`src/rtl/fc1_wstream_fifo.sv`:
```
// FC1 weight-stream buffer: queues host weight groups and presents one group
// to fcn per fc1_next request, with pass tracking and sticky error flags.
module fc1_wstream_fifo #(
  parameter int NUM_PE       = 4,
  parameter int DEPTH        = 16,
  parameter int TOTAL_GROUPS = 330
) (
  input  logic                       clk,
  input  logic                       rst,
  input  logic                       clear,
  input  logic                       push,
  input  logic [NUM_PE*8-1:0]        push_data,
  output logic                       full,
  output logic                       empty,
  output logic [$clog2(DEPTH):0]     level,
  input  logic                       next,
  output logic signed [NUM_PE*8-1:0] w_stream,
  output logic                       w_valid,
  output logic [15:0]                group_cnt,
  output logic                       last_group,
  output logic                       stream_done,
  output logic                       ovf_err,
  output logic                       udf_err
);
  localparam int AW = $clog2(DEPTH);
  localparam int GW = NUM_PE * 8;
  localparam logic [AW:0] DEPTH_CNT = DEPTH[AW:0];
  localparam logic [15:0] LAST_CNT  = TOTAL_GROUPS[15:0];

  typedef enum logic [1:0] {S_IDLE, S_HOLD, S_STARVE, S_DONE} state_t;

  logic [GW-1:0]        mem_q [DEPTH];
  logic [AW-1:0]        wr_ptr_q, rd_ptr_q;
  logic [AW:0]          cnt_q, cnt_d;
  state_t               state_q, state_d;
  logic signed [GW-1:0] w_stream_q;
  logic                 w_valid_q, last_q, done_q, ovf_q, udf_q;
  logic [15:0]          grp_q, grp_d;
  logic                 do_push, do_pop, ovf_set, udf_set;

  assign full        = (cnt_q == DEPTH_CNT);
  assign empty       = (cnt_q == '0);
  assign level       = cnt_q;
  assign w_stream    = w_stream_q;
  assign w_valid     = w_valid_q;
  assign group_cnt   = grp_q;
  assign last_group  = last_q;
  assign stream_done = done_q;
  assign ovf_err     = ovf_q;
  assign udf_err     = udf_q;

  // Fullness is judged before any same-cycle pop, so a push into a full FIFO is always dropped.
  always_comb begin
    do_push = push && !full && !clear;
    ovf_set = push && full && !clear;
    do_pop  = 1'b0;
    udf_set = 1'b0;
    state_d = state_q;
    if (!clear) begin
      case (state_q)
        S_IDLE, S_STARVE: begin
          udf_set = next;
          if (!empty) begin
            do_pop  = 1'b1;
            state_d = S_HOLD;
          end
        end
        S_HOLD: begin
          if (next) begin
            if (last_q)       state_d = S_DONE;
            else if (!empty)  do_pop  = 1'b1;
            else              state_d = S_STARVE;
          end
        end
        S_DONE:  udf_set = next;
        default: state_d = S_IDLE;
      endcase
    end
    cnt_d = cnt_q;
    if (do_push && !do_pop)      cnt_d = cnt_q + 1'b1;
    else if (!do_push && do_pop) cnt_d = cnt_q - 1'b1;
    grp_d = grp_q + {15'd0, do_pop};
  end

  always_ff @(posedge clk) begin
    if (do_push) mem_q[wr_ptr_q] <= push_data;
  end

  always_ff @(posedge clk or posedge rst) begin
    if (rst) begin
      state_q    <= S_IDLE;
      wr_ptr_q   <= '0;
      rd_ptr_q   <= '0;
      cnt_q      <= '0;
      w_stream_q <= '0;
      w_valid_q  <= 1'b0;
      grp_q      <= '0;
      last_q     <= 1'b0;
      done_q     <= 1'b0;
      ovf_q      <= 1'b0;
      udf_q      <= 1'b0;
    end else if (clear) begin
      state_q    <= S_IDLE;
      wr_ptr_q   <= '0;
      rd_ptr_q   <= '0;
      cnt_q      <= '0;
      w_stream_q <= '0;
      w_valid_q  <= 1'b0;
      grp_q      <= '0;
      last_q     <= 1'b0;
      done_q     <= 1'b0;
      ovf_q      <= 1'b0;
      udf_q      <= 1'b0;
    end else begin
      state_q   <= state_d;
      cnt_q     <= cnt_d;
      w_valid_q <= do_pop;
      grp_q     <= grp_d;
      last_q    <= (state_d == S_HOLD) && (grp_d == LAST_CNT);
      done_q    <= (state_d == S_DONE);
      if (ovf_set) ovf_q <= 1'b1;
      if (udf_set) udf_q <= 1'b1;
      if (do_push) wr_ptr_q <= wr_ptr_q + 1'b1;
      if (do_pop) begin
        rd_ptr_q   <= rd_ptr_q + 1'b1;
        w_stream_q <= mem_q[rd_ptr_q];
      end
    end
  end
endmodule

```
`config.mk`:
```
export PLATFORM = sky130hd
export DESIGN_NAME = fc1_wstream_fifo
export DESIGN_NICKNAME = d
export VERILOG_FILES = /design/src/rtl/fc1_wstream_fifo.sv
export SDC_FILE = /design/constraint.sdc
export NUM_CORES = 1
export LEC_CHECK = 0
export CAP_MARGIN = 20
export CORE_UTILIZATION = 54
export CTS_CLUSTER_SIZE = 40
export DETAILED_ROUTE_END_ITERATION = 16
export GPL_ROUTABILITY_DRIVEN = 0
export PLACE_DENSITY_LB_ADDON = 0.3
export SLEW_MARGIN = 20
export SYNTH_ARGS = -nofsm -noshare
export SYNTH_HDL_FRONTEND = slang
export SYNTH_SLANG_ARGS = --single-unit
```
`constraint.sdc`:
```
create_clock -name clk -period 2.8 [get_ports clk]
set_clock_uncertainty 0.1 [all_clocks]
set_input_delay 0.84 -clock clk [delete_from_list [all_inputs] [get_ports clk]]
set_output_delay 0.84 -clock clk [all_outputs]
set_load 0.01 [all_outputs]
```
==> summary.md, run 1 <==
| Metric | Value |
|---|---|
| Average size of a mapped cell | `approximately 20 um^2` |
| Dpl cells | `approximately 1.8k` |
| Worst Reg-to-Reg Cells | `10` |
| Initial antenna violation count | `1` |
| Family with the most delay on the worst path | `simple AND/OR/NAND/NOR gates` |
| Hold crit path type | `in2async` |
| Sequential fraction of the synthesis area | `between 70% and 80%` |
| Grt total ovfl | `0` |
| Crit Reg-Reg Endpoint | `last_group` |
| First-pass DRT Iterations | `5` |
| Outcome | `finished, final reports clean` |
| First-pass GRT wire length | `around 74 mm` |
| Top_reg_cell synth | `edfxtp_1` |
| CP max FO | `3` |
| Synth Cell Area | `~0.022 mm^2` |
| CTS tree | `built` |
| R2r setup slk | `roughly 110 ps` |
| H-tree level count | `2` |
| Die Wd | `205.7 um` |
| Nets | `between 1k and 1.5k` |
| Largest net degree at the start of global routing | `between 50 and 60` |
| DR vias/cell | `6.132` |
| RSZ-0062 raised after global routing | `true` |
| Total Power | `~23 mW` |
| Relative slew slack | `a little over two fifths` |
| Crit. End Element | `primary output` |
| Worst-path clk slew | `approximately 60 ps` |
| I/O pin total | `97` |
| Cell Count, Final, Fillers Out | `between 1.5k and 2k` |
| Die area | `around 0.042 mm^2` |
| Worst Setup SP | `level[2]` |
| Slew Viols, Final | `0` |
| Num Clock Sinks | `580` |
| Starting density of the core | `54.77%` |
| Hpwl dp | `about 28 mm` |
| Synth cell types | `53` |
| WP depth | `3` |
| Start of the worst register-to-register path | `level[2]` |
| Final Hold Slack | `about 400 ps` |
| CTS Hold Bufs | `0` |
| Layout cells sized above 1 | `between 20 and 30%` |
| Yosys warns | `0` |
| CP Cell Sequence | `or4_4, nor2_4, buf_6` |
| Final Hold Vio Count | `0` |
| Critical path class | `reg2out` |
| VDD IR max | `0.0007214 V` |
| Post-DRT Antenna Nets | `0` |
| TritonCTS Buffers | `56` |
| Core area | `between 0.04 and 0.05 mm^2` |
| Data arrival time of the worst path | `about 1800 ps` |
| Cell Pwr Density | `about 860 mW/mm^2` |
| Gate count of the mapped netlist | `about 1.1k` |
| Finished Core Util | `about two thirds` |
| DRT iter0 DRCs | `approximately 1.2k` |
| Worst Tran Pin Value | `about 860 ps` |
| Final period utilization | `between 90% and 100%` |
| Synth Register Bits | `580` |
| Post-route cell area | `between 0.02 and 0.03 mm^2` |
| # rows | `74` |
| IO Port Bufs | `96` |
| Async set-reset flop share out of synthesis | `a little under an eighth` |
| Leak | `just under 9 nW` |
| Critical Path Sink | `full` |
| Vias in the first global route | `12.09k` |
| Die Y | `between 200 and 250 um` |
| DP Area | `0.02507 mm^2` |
| Skew-Pair Late Insertion Delay | `roughly 600 ps` |
| Clock Tree Root | `clkbuf_16` |
| Detailed-route wire length | `around 49 mm` |
| Via count | `around 12k` |
| Bufs and invs on worst path | `1` |
| Routed WL per cell | `~26 um` |
| CP max-delay cell | `or4_4` |
| MaxCap Viol Count | `0` |
| Final min period | `between 2000 and 3000 ps` |
| Longest Clk Path Bufs | `3` |
| Area growth from synthesis to layout | `20.24%` |
| Final setup violation count | `0` |
| Fmax | `361.9 MHz` |
| Syn nets | `around 1.2k` |
| Slowest stage delay, CP | `just under 600 ps` |
| Critical Path RT | `1860 ps` |
| DRC | `0` |
| GRT Total Usage | `around a quarter` |
| Post-synth EDFFs | `just over 500` |
| CP Launch Type | `flop` |
-- routing by layer --
| layer | routed length [um] | global-route usage (%) |
|---|---|---|
| met5 | 0 | 0 |
| met4 | 1146 | 7.513 |
| met3 | 3805 | 4.593 |
| met2 | 24940 | 40.28 |
| met1 | 19260 | 33.10 |
-- layout by cell type, fill, tap and decap left out, drive strengths merged, types with 4 or more instances in the layout --
master / n
a21oi: 71
ha: 10
inv: 11
a22oi: 59
nand2: 15
xor2: 10
buf: 112
nor2b: 5
and2: 16
edfxtp: 512
xnor2: 12
a221oi: 6
bufinv: 4
dfrtp: 68
nand4: 4
clkdlybuf4s50: 92
mux4: 128
clkinv: 14
nor2: 68
o21ai: 11
and3: 4
clkbuf: 85
-- logic make-up (layout without fill, tap and decap cells) --
family | count (synthesis) | after routing | share of synthesized area [%]
adder cells (fa/ha/maj) | 11 | 11 | 0.6475
AND/OR/NAND/NOR | 137 | 137 | 3.098
multiplexers | 132 | 132 | 13.04
other | 0 | 1 | 0
AO/OA/AOI/OAI | 158 | 158 | 4.533
flip-flops | 580 | 580 | 76.18
buffers and inverters | 73 | 320 | 1.552
XOR/XNOR | 22 | 22 | 0.9433
-- worst min-delay path by stage --
stage | from | end | cells after the start
after floorplan | udf_err | udf_err | 2
after global placement | udf_err | udf_err | 2
after detailed placement | ovf_err | ovf_err | 2
after CTS | rst | group_cnt[12] | 2
after global routing | rst | group_cnt[15] | 2
final | rst | group_cnt[12] | 2
-- state kept, by name, indices dropped and copies added (netlist names) --
register and flops:
rd_ptr_q 4, udf_err 1, ovf_err 1, last_group 1, w_valid 1, wr_ptr_q 4
w_stream 32, mem_q 512, group_cnt 16, stream_done 1, level 5, state_q 2
-- repair_timing --
action,4_1_cts,5_1_grt
setup endpoints to repair,8,4
setup buffers,5,2
pin swaps,6,6
resized for setup,15,13
-- power by group --
part	internal, mW	switching [mW]	leakage, nW
Clock	4.25	3.06	0.864
Combinational	2.93	2.79	2.54
Sequential	9.82	0.308	5.52
Total	17.0	6.16	8.92
-- Yosys cell counts (11+ instances only) --
master	count	area, um^2
a21oi_1	71	355.3
inv_1	12	45.04
dfrtp_1	68	1702
xnor2_1	11	96.34
a22oi_1	58	435.4
clkbuf_1	30	112.6
nor2_1	68	255.2
nand2_1	15	56.30
and2_1	15	93.84
buf_2	11	55.05
mux4_2	128	2883
edfxtp_1	512	15370
-- layout make-up --
class / instances / area [um^2]
multi-input combinational: 460 / 5171
inverter: 12 / 46.29
antenna: 1 / 2.502
fill: 2641 / 13970
clock inverter: 18 / 191.4
sequential: 580 / 17090
clock buffer: 85 / 1582
timing repair buffer: 205 / 2207
tap: 532 / 665.6
-- through the flow --
step | setup WS, ps | TNS (ps)
floorplan | -497.0 | -2476
global placement | -759.3 | -18460
detailed placement | -748.1 | -17480
CTS | -58.58 | -58.58
global route | -11.60 | -22.06
finish | 36.46 | 0
Note: power is estimated with default switching activity, not from simulation.
==> run 2, diff against run 1 <==
CTS_CLUSTER_SIZE = 25   (was 40)
==> run 2 against run 1 <==
The run now ends with setup timing left; hold slack worse by 4.2 ps; non-clock buffer count rose by 8; sequential cell count stayed put; die area did not move; via count is 0.78% higher; total power is 1.3% higher; global-route usage is 0.058 points higher; sequential power is essentially flat; sequential share of layout area down 0.33 points; cell count is 0.42% higher; final area rose by 0.51%; critical endpoint is now level[4]; highest routed layer unchanged.
==> summary.md, run 2 (synthesized netlist as in run 1, its figures left out) <==
| Metric | Value |
|---|---|
| Outcome | `finished, violations left` |
| Failing checks | `setup timing` |
| Most frequent cells in the layout | `512 x edfxtp_1, 128 x mux4_2, 92 x clkdlybuf4s50_1` |
| Int Power | `17.21 mW` |
| VDD IR max | `~0.00067 V` |
| Post-DRT Antenna Nets | `0` |
| CP Launch Type | `flop` |
| Largest net degree at the start of global routing | `59` |
| Data arrival time of the worst path | `3220 ps` |
| Cell Count, Final, Fillers Out | `roughly 1.9k` |
| TNS Setup | `-58.42 ps` |
| Slew Viols, Final | `0` |
| Post-route cell area | `0.02709 mm^2` |
| Layout cells sized above 1 | `27.85%` |
| Starting density of the core | `54.77%` |
| I/O pin total | `97` |
| RSZ-0062 raised after global routing | `true` |
| Routed WL per cell | `26.10 um` |
| Fmax | `~350 MHz` |
| Detailed-route wire length | `approximately 50 mm` |
| Final setup violation count | `2` |
| IO Port Bufs | `96` |
| Vias in the first global route | `12.19k` |
| Die Y | `205.7 um` |
| Num Clock Sinks | `580` |
| Clk pwr share | `between 30% and 40%` |
| First-pass GRT wire length | `between 70 and 80 mm` |
| Commonest non-fill, non-tap cell in the layout | `edfxtp_1` |
| Core area | `between 0.04 and 0.05 mm^2` |
| First-pass DRT Iterations | `7` |
| Share of power burned in combinational logic | `approximately a quarter` |
| Skew-Pair Late Insertion Delay | `about 600 ps` |
| Hpwl dp | `approximately 28 mm` |
| CTS tree | `built` |
| Grt total ovfl | `0` |
| R2r setup slk | `-50 ps` |
| Longest Clk Path Bufs | `3` |
| TritonCTS Buffers | `56` |
| Reg power frac | `43.2%` |
| Largest Register | `mem_q` |
| Worst Tran Pin Value | `~750 ps` |
| CP max FO | `3` |
| Final Hold Vio Count | `0` |
| Clock Tree Root | `clkbuf_16` |
| CTS Hold Bufs | `0` |
| Setup ws final | `-47.96 ps` |
| Final period utilization | `101.7%` |
| Relative slew slack | `approximately half` |
| Switching fraction of total power | `approximately a quarter` |
| Critical path class | `reg2reg` |
| Largest register FFs | `approximately 510` |
| Area growth from synthesis to layout | `20.85%` |
| Die area | `approximately 0.042 mm^2` |
| DR vias/cell | `around 6` |
| Leak | `approximately 9.0 nW` |
| Final min period | `~2800 ps` |
| GRT Total Usage | `approximately 24%` |
| Dpl cells | `approximately 1.8k` |
| Worst-path clk slew | `around 60 ps` |
| Nets | `1,371` |
| # rows | `74` |
| DRC | `0` |
| Hold crit path type | `in2async` |
| Via count | `11.70k` |
| Worst slack, placed | `-748.1 ps` |
| Critical Path RT | `between 3000 and 4000 ps` |
| Cell Pwr Density | `865.7 mW/mm^2` |
| Initial antenna violation count | `1` |
| Psw | `around 6.2 mW` |
| DRT iter0 DRCs | `roughly 1.2k` |
| MaxCap Viol Count | `0` |
| DP Area | `0.02507 mm^2` |
| Crit. End Element | `flop` |
| H-tree level count | `2` |
| Die Wd | `~200 um` |
-- run 2: power groups by stage --
stage                     logic [mW]  clock network, mW  registers (mW)
final                           5.91               7.41            10.1
after floorplan                 3.60                  0            10.3
after CTS                       5.75               7.54            10.1
after global placement          5.51                  0            10.3
after global routing            6.38               7.87            10.2
after detailed placement        5.61                  0            10.3
-- run 2: final timing paths --
kind,cells past startpoint,endpoint,startpoint
setup / recovery,13,level[4],level[2]
max in group asynchronous,3,rd_ptr_q[1],rst
hold reg to reg,2,ovf_err,ovf_err
hold / removal,2,group_cnt[12],rst
min in group clk,2,ovf_err,ovf_err
setup reg to reg,13,level[4],level[2]
-- run 2: worst max-delay path, cell delays in order (launching register included) --
cell	delay, ps
dfrtp_2	410
buf_6	120
nor4_4	320
buf_4	170
a22o_4	140
buf_6	110
nand2_4	50
buf_6	120
fa_2	360
a21o_1	180
a21oi_2	160
nor3_2	60
a21oi_2	120
mux2_4	310
-- run 2: cell type report --
class | count | area (um^2)
sequential | 580 | 17090
fill | 2604 | 13830
multi-input combinational | 460 | 5204
timing repair buffer | 213 | 2286
clock buffer | 86 | 1585
tap | 532 | 665.6
clock inverter | 17 | 212.7
inverter | 12 | 48.80
antenna | 1 | 2.502
-- run 2: what timing repair did --
item,4_1_cts,5_1_grt
setup endpoints to repair,7,5
pin swaps,7,8
buffers inserted,6,11
gates cloned,0,0
resized for setup,16,23
-- run 2: per-stage QoR --
| step | hold WS (ps) | utilization, % | total power, mW |
|---|---|---|---|
| 6_report | 390.5 | 66.19 | 23.45 |
| 5_1_grt | 415.3 | 66.19 | 24.42 |
| 4_1_cts | 374.2 | 65.78 | 23.42 |
| 3_5_place_dp | 394.3 | 61.25 | 15.92 |
| 3_3_place_gp | 373.6 | 61.25 | 15.80 |
| 2_1_floorplan | 426.3 | - | 13.91 |
-- run 2: routing by layer --
layer | share of wire (%) | global-route usage (%)
met5 | 0 | 0
met4 | 2.3 | 7.619
met3 | 7.6 | 4.387
met2 | 51 | 40.25
met1 | 39 | 33.42
